--- src/rtl/eth_latency_timer_if.sv ---
// eth_latency_timer_if: probe event inputs, record FIFO read side and FSM debug view.
// Optional feature: ETH_LATENCY_TIMER_DROP_COUNT_EN adds the drop_count output.
// Handshake: fifo_empty low means fifo_out holds a valid head record; asserting
// fifo_read while fifo_empty is low consumes that record at the rising edge.
// A fifo_read while fifo_empty is high has no effect.
interface eth_latency_timer_if #(
  parameter int TIMER_WIDTH = 32,
  parameter int FIFO_DEPTH  = 16
);
  localparam int LEVEL_W = $clog2(FIFO_DEPTH + 1);

  logic                     main_tx_begin;
  logic                     main_rx_end;
  logic                     main_rx_timeout;
  logic                     loop_tx_begin;
  logic                     loop_rx_end;
  logic                     loop_rx_timeout;
  logic                     fifo_read;
  logic [2*TIMER_WIDTH-1:0] fifo_out;
  logic                     fifo_empty;
  logic [LEVEL_W-1:0]       fifo_level;
  logic [1:0]               fsm_state;
`ifdef ETH_LATENCY_TIMER_DROP_COUNT_EN
  logic [31:0]              drop_count;
`endif

  modport master (
    output main_tx_begin, main_rx_end, main_rx_timeout,
    output loop_tx_begin, loop_rx_end, loop_rx_timeout, fifo_read,
    input  fifo_out, fifo_empty, fifo_level, fsm_state
`ifdef ETH_LATENCY_TIMER_DROP_COUNT_EN
    , input drop_count
`endif
  );

  modport slave (
    input  main_tx_begin, main_rx_end, main_rx_timeout,
    input  loop_tx_begin, loop_rx_end, loop_rx_timeout, fifo_read,
    output fifo_out, fifo_empty, fifo_level, fsm_state
`ifdef ETH_LATENCY_TIMER_DROP_COUNT_EN
    , output drop_count
`endif
  );
endinterface

--- src/rtl/eth_latency_timer.sv ---
// eth_latency_timer: measures main->loop (ping) and loop->main (pong) latency of a
// probe frame and stores {pong, ping} records in a first-word-fall-through FIFO.
// Optional feature: ETH_LATENCY_TIMER_DROP_COUNT_EN adds a saturating count of
// records lost to FIFO overflow.
module eth_latency_timer #(
  parameter int TIMER_WIDTH   = 32,
  parameter int FIFO_DEPTH    = 16,
  parameter int OVERFLOW_MODE = 0
) (
  input logic               clk,
  input logic               rst_n,
  eth_latency_timer_if.slave bus
);
  localparam int PTR_W   = $clog2(FIFO_DEPTH);
  localparam int LEVEL_W = $clog2(FIFO_DEPTH + 1);

  localparam logic [1:0] IDLE      = 2'd0;
  localparam logic [1:0] WAIT_LOOP = 2'd1;
  localparam logic [1:0] WAIT_MAIN = 2'd2;

  // All-ones marks a timeout, so measured values stop one below it.
  localparam logic [TIMER_WIDTH-1:0] TIMER_MAX  = {{(TIMER_WIDTH-1){1'b1}}, 1'b0};
  localparam logic [TIMER_WIDTH-1:0] TIMEOUT    = '1;
  localparam logic [TIMER_WIDTH-1:0] TIMER_INIT = TIMER_WIDTH'(2);
  localparam logic [LEVEL_W-1:0]     FULL_LEVEL = LEVEL_W'(FIFO_DEPTH);
  localparam bit                     DROP_OLD   = (OVERFLOW_MODE == 0);

  logic [1:0]               state;
  logic [TIMER_WIDTH-1:0]   timer;
  logic [TIMER_WIDTH-1:0]   ping;
  logic [TIMER_WIDTH-1:0]   pong;
  logic                     wr_pending;
  logic [2*TIMER_WIDTH-1:0] mem [FIFO_DEPTH];
  logic [PTR_W-1:0]         wr_ptr;
  logic [PTR_W-1:0]         rd_ptr;
  logic [LEVEL_W-1:0]       level;

  logic tx_begin;
  logic pop;
  logic full;
  logic do_store;
  logic adv_rd;

  assign tx_begin = bus.main_tx_begin | bus.loop_tx_begin;
  assign pop      = bus.fifo_read & (level != '0);
  assign full     = (level == FULL_LEVEL);
  // A record is stored when there is room, when the same-edge pop frees a slot,
  // or when drop-oldest overwrites the head slot.
  assign do_store = wr_pending & (~full | pop | DROP_OLD);
  // The read side advances on a pop or when drop-oldest discards the head.
  assign adv_rd   = pop | (wr_pending & full & DROP_OLD);

  // Measurement FSM and free-running saturating timer; a finished measurement
  // raises wr_pending so the record lands in the FIFO one edge later.
  always_ff @(posedge clk or negedge rst_n) begin
    if (!rst_n) begin
      state      <= IDLE;
      timer      <= '0;
      ping       <= '0;
      pong       <= '0;
      wr_pending <= 1'b0;
    end else begin
      wr_pending <= 1'b0;
      if (tx_begin) begin
        timer <= TIMER_INIT;
      end else if (timer != TIMER_MAX) begin
        timer <= timer + 1'b1;
      end
      if (tx_begin) begin
        ping  <= '0;
        pong  <= '0;
        state <= WAIT_LOOP;
      end else if (state == WAIT_LOOP && bus.loop_rx_end) begin
        ping  <= timer;
        state <= WAIT_MAIN;
      end else if (state == WAIT_LOOP && bus.loop_rx_timeout) begin
        ping       <= TIMEOUT;
        pong       <= TIMEOUT;
        wr_pending <= 1'b1;
        state      <= IDLE;
      end else if (state == WAIT_MAIN && bus.main_rx_end) begin
        pong       <= timer;
        wr_pending <= 1'b1;
        state      <= IDLE;
      end else if (state == WAIT_MAIN && bus.main_rx_timeout) begin
        pong       <= TIMEOUT;
        wr_pending <= 1'b1;
        state      <= IDLE;
      end
    end
  end

  // FIFO pointers and occupancy; power-of-two depth lets the pointers wrap naturally.
  always_ff @(posedge clk or negedge rst_n) begin
    if (!rst_n) begin
      wr_ptr <= '0;
      rd_ptr <= '0;
      level  <= '0;
    end else begin
      if (do_store) wr_ptr <= wr_ptr + 1'b1;
      if (adv_rd)   rd_ptr <= rd_ptr + 1'b1;
      if (do_store && !adv_rd) begin
        level <= level + 1'b1;
      end else if (adv_rd && !do_store) begin
        level <= level - 1'b1;
      end
    end
  end

  // Record storage; contents need no reset because the pointers define validity.
  always_ff @(posedge clk) begin
    if (do_store) mem[wr_ptr] <= {pong, ping};
  end

`ifdef ETH_LATENCY_TIMER_DROP_COUNT_EN
  logic [31:0] drop_count;
  logic        drop;

  assign drop = wr_pending & full & ~pop;

  // Saturating count of records lost to overflow under either policy.
  always_ff @(posedge clk or negedge rst_n) begin
    if (!rst_n) begin
      drop_count <= '0;
    end else if (drop && drop_count != 32'hFFFF_FFFF) begin
      drop_count <= drop_count + 32'd1;
    end
  end

  assign bus.drop_count = drop_count;
`endif

  assign bus.fifo_out   = mem[rd_ptr];
  assign bus.fifo_empty = (level == '0);
  assign bus.fifo_level = level;
  assign bus.fsm_state  = state;
endmodule

--- src/flat_wrapper.sv ---
// flat-port wrapper written by rule: the top's interface ports become plain ports
module eth_latency_timer_flat 
#(
  parameter int TIMER_WIDTH   = 32,
  parameter int FIFO_DEPTH    = 16,
  parameter int OVERFLOW_MODE = 0
)
  (clk, rst_n, bus_main_tx_begin, bus_main_rx_end, bus_main_rx_timeout, bus_loop_tx_begin, bus_loop_rx_end, bus_loop_rx_timeout, bus_fifo_read, bus_fifo_out, bus_fifo_empty, bus_fifo_level, bus_fsm_state);
  eth_latency_timer_if #(.TIMER_WIDTH(TIMER_WIDTH), .FIFO_DEPTH(FIFO_DEPTH)) bus_i ();
  input logic clk;
  input logic rst_n;
  input wire logic [$bits(bus_i.main_tx_begin)-1:0] bus_main_tx_begin;
  input wire logic [$bits(bus_i.main_rx_end)-1:0] bus_main_rx_end;
  input wire logic [$bits(bus_i.main_rx_timeout)-1:0] bus_main_rx_timeout;
  input wire logic [$bits(bus_i.loop_tx_begin)-1:0] bus_loop_tx_begin;
  input wire logic [$bits(bus_i.loop_rx_end)-1:0] bus_loop_rx_end;
  input wire logic [$bits(bus_i.loop_rx_timeout)-1:0] bus_loop_rx_timeout;
  input wire logic [$bits(bus_i.fifo_read)-1:0] bus_fifo_read;
  output wire logic [$bits(bus_i.fifo_out)-1:0] bus_fifo_out;
  output wire logic [$bits(bus_i.fifo_empty)-1:0] bus_fifo_empty;
  output wire logic [$bits(bus_i.fifo_level)-1:0] bus_fifo_level;
  output wire logic [$bits(bus_i.fsm_state)-1:0] bus_fsm_state;
  assign bus_i.main_tx_begin = bus_main_tx_begin;
  assign bus_i.main_rx_end = bus_main_rx_end;
  assign bus_i.main_rx_timeout = bus_main_rx_timeout;
  assign bus_i.loop_tx_begin = bus_loop_tx_begin;
  assign bus_i.loop_rx_end = bus_loop_rx_end;
  assign bus_i.loop_rx_timeout = bus_loop_rx_timeout;
  assign bus_i.fifo_read = bus_fifo_read;
  assign bus_fifo_out = bus_i.fifo_out;
  assign bus_fifo_empty = bus_i.fifo_empty;
  assign bus_fifo_level = bus_i.fifo_level;
  assign bus_fsm_state = bus_i.fsm_state;
  eth_latency_timer #(.TIMER_WIDTH(TIMER_WIDTH), .FIFO_DEPTH(FIFO_DEPTH), .OVERFLOW_MODE(OVERFLOW_MODE)) u_core (.clk(clk), .rst_n(rst_n), .bus(bus_i));
endmodule
--- config.mk ---
export PLATFORM = sky130hd
export DESIGN_NAME = eth_latency_timer_flat
export DESIGN_NICKNAME = d
export VERILOG_FILES = /design/src/rtl/eth_latency_timer_if.sv /design/src/rtl/eth_latency_timer.sv /design/src/flat_wrapper.sv
export SDC_FILE = /design/constraint.sdc
export NUM_CORES = 1
export LEC_CHECK = 0
export BUFFER_PORTS_ARGS = -buffer_cell sky130_fd_sc_hd__buf_2
export CAP_MARGIN = 20
export CORE_MARGIN = 4
export CORE_UTILIZATION = 62
export DETAILED_ROUTE_END_ITERATION = 6
export PLACE_DENSITY = 0.79
export SLEW_MARGIN = 20
export SYNTH_ARGS = -nofsm -noshare
export SYNTH_HDL_FRONTEND = slang
export SYNTH_SLANG_ARGS = --single-unit
--- constraint.sdc ---
create_clock -name clk -period 4.5 [get_ports clk]
set_input_delay 0.9 -clock clk [delete_from_list [all_inputs] [get_ports clk]]
set_output_delay 0.9 -clock clk [all_outputs]
set_load 0.02 [all_outputs]
==> out/qor.yml <==
flow_run:
  drv_cap: 0
sta:
  fin_skew_ps: 25.57
  fmax_mhz: 235.7
  setup_viol: 0
  max_slew.worst_pin.slew_ps: 1140
  setup_tns_ps: 0
  slew_headroom: 0.2399
  rsz0062_at_grt: "no"
  period_needed_ps: 4242
  period_share: 0.9427
  final_hold_viol_count: 0
  slew_violations: 0
critical_path:
  path_class: "flip-flop to output port"
  cp.depth: 7
  path_max_fanout: 36
  reg2reg_slack_ps: 1330
  critPathSlowestCell: "buf_4"
  cpMostUsedCell: "buf_4"
  required_ps: 3600
  crit_chain: "buf_4 > nor2b_4 > buf_4 > a221oi_1 > o21ai_0 > nand2_1 > buf_2"
  cp.arrival_ps: 3340
  cp-end-kind: "output port"
  max_stage_delay_ps: 550
  r2r_cells: 12
  worstSetupStartpointType: "flip-flop"
  r2r_start: "u_core.bus.fifo_level[0]"
  r2r-end: "u_core.bus.fifo_level[4]"
  cp_top_family: "buffers and inverters"
  cp.buffers_inverters: 3
status:
  status: "completed"
final_layout:
  final_util: 0.7050
  area_growth_pct: 12.31
  nets: 2502
  final_layout_size_suffix_gt1_frac: 0.2325
  n_antenna_cell: 0
clock_tree:
  htreeDepth: 3
  cts.sink_count: 1136
  clk_latency_ps: 670
  cts_setup_buffers: 0
  hold_buffers: 0
  cts.path.max_buffers: 3
  cts-root-buf: "clkbuf_16"
  cts_tree: "done"
  cts_made_buffers: 106
  ctsResizeCount: 0
  clk_pin_slew_ps: 60
synthesis:
  synth-edff-count: 1024
  synth-simple-area-share: 0.02480
  synth_compound_area_frac: 0.07014
  synth_area_sq_um: 44190
  synth_common_cells: "1024 x edfxtp_1, 193 x mux2i_1, 140 x o21ai_0, 128 x mux4_2, 112 x dfrtp_1"
  ys_async_sr_fraction: 0.09859
  synth_top_area_cell: "edfxtp_1"
  synth_xor_area_frac: 0.002577
  postSynthNetCount: 2383
  synth_top_family_by_area: "multiplexers"
  syn_avg_cell_area_sq_um: 18.71
  synth_fa_ha_area_frac: 0.003568
  yosysTopAreaCellShare: 0.6959
  muxShareOfSynthArea: 0.1258
  synthTopCellsByArea: "edfxtp_1 70%, mux4_2 6.5%, dfrtp_1 6.3%, mux2i_1 4.4%, mux2_2 1.7%"
  netlist_instances: 2362
  synthFlopType: "edfxtp_1"
  ys_seq_area_frac: 0.7593
  yosysWarningCount: 0
  ys_types: 46
  yosys.cell_count.top_type: "edfxtp_1"
  synth-seq-cells: 1136
place:
  io_buffers: 80
  hpwlAfterDp_microns: 53680
  place_congestion: 0.9291
grt:
  grt_max_degree: 78
  grt_antenna_before_repair: 1
  grt_pass1_wl_microns: 153000
  track_usage: 0.2753
  grt_pass1_vias: 24180
  overflow: 0
floorplan:
  fp.dieH_microns: 275.0
  ioPinCount: 81
  rows: 97
  die-area_sq_um: 75610
  start_util: 0.6277
  coreArea_sq_um: 70390
  die_width_microns: 275.0
detailed_routing:
  via_count: 23830
  viasPerCell: 6.784
  wirelength_microns: 103000
  initialDrtViolationCount: 3125
  drcViolationCount: 0
  dr.pass1.iters: 5
  postRouteAntennaNets: 0
  wl_per_cell_microns: 29.32
worst_hold_path:
  hp-class: "input port to asynchronous set/reset pin"
power:
  ir_worst_vdd_mv: 0.3910
  powerDensity_nw_per_um2: 594.0
  totalPowerFinal_mw: 29.48
  p_leak_nw: 17.00
## where the power goes
group | switching [mW] | internal [mW]
registers | 0.498 | 11.6
clock network | 3.79 | 5.30
logic | 4.94 | 3.32
total | 9.23 | 20.2
## layout by cell type (no fill, tap or decap), types with 17 or more instances in the layout
cell	count
clkinv_1	22
nor2_4	17
mux2_2	66
nand2_1	89
buf_2	79
clkinv_2	25
o21ai_0	140
o221a_2	64
mux4_2	128
a221oi_1	64
a22oi_1	64
or3_1	22
edfxtp_1	1024
buf_4	53
clkbuf_1	19
mux2i_1	193
clkbuf_16	109
dfrtp_1	108
a21oi_1	92
## through the flow
step	cell area (sq um)	hold WS, ps	std cells	setup WS [ps]
floorplan	44190	511.7	2362	543.7
global placement	46070	486.2	3313	1172
detailed placement	46070	489.1	3313	1112
CTS	49630	312.3	3512	276.5
global route	49630	355.4	3512	210.7
finish	49630	313.4	3512	257.9
## cell type report
type                            instances  area (sq um)
Timing Repair Buffer                  148          1114
Inverter                                9         33.78
Tap cell                              940          1176
Sequential cell                      1136         33560
Clock inverter                         71         758.2
Fill cell                            4131         20760
Clock buffer                          128          2799
Multi-Input combinational cell       1080         10180
## how the worst max path moves through the flow
stage,start,to,slack (ps)
after global placement,u_core.rd_ptr[2],bus_fifo_out[6],1170
after CTS,u_core.rd_ptr[2],bus_fifo_out[4],280
final,u_core.rd_ptr[2],bus_fifo_out[4],260
after floorplan,u_core.do_store,u_core.mem[12][0],540
after global routing,u_core.rd_ptr[1],bus_fifo_out[39],210
after detailed placement,u_core.rd_ptr[2],bus_fifo_out[4],1110
## routing by layer
metal,part of all wire,wire (microns),GRT usage,vias to the layer above
met4,0.032,3310,0.09298,0
met2,0.49,50480,0.4437,1333
met1,0.38,39440,0.3897,12330
li1,-,-,-,9933
met3,0.095,9732,0.04962,232
met5,0,0,0,-
## sequential cells by signal (all words and copies together) (netlist names), 2 cells and up
signal                 cells
u_core.mem              1024
u_core.ping               32
u_core.bus.fifo_level      5
u_core.rd_ptr              4
u_core.wr_ptr              4
u_core.timer              32
u_core.pong               32
u_core.bus.fsm_state       2
## logic make-up (layout without fill, tap and decap cells)
group,count (synthesis),in the layout
AND/OR/NAND/NOR,215,215
buffers and inverters,146,356
XOR/XNOR,13,13
adder cells (fa/ha/maj),12,12
multiplexers,387,387
flip-flops,1136,1136
AO/OA/AOI/OAI,453,453
Note: power is estimated with default switching activity, not from simulation.
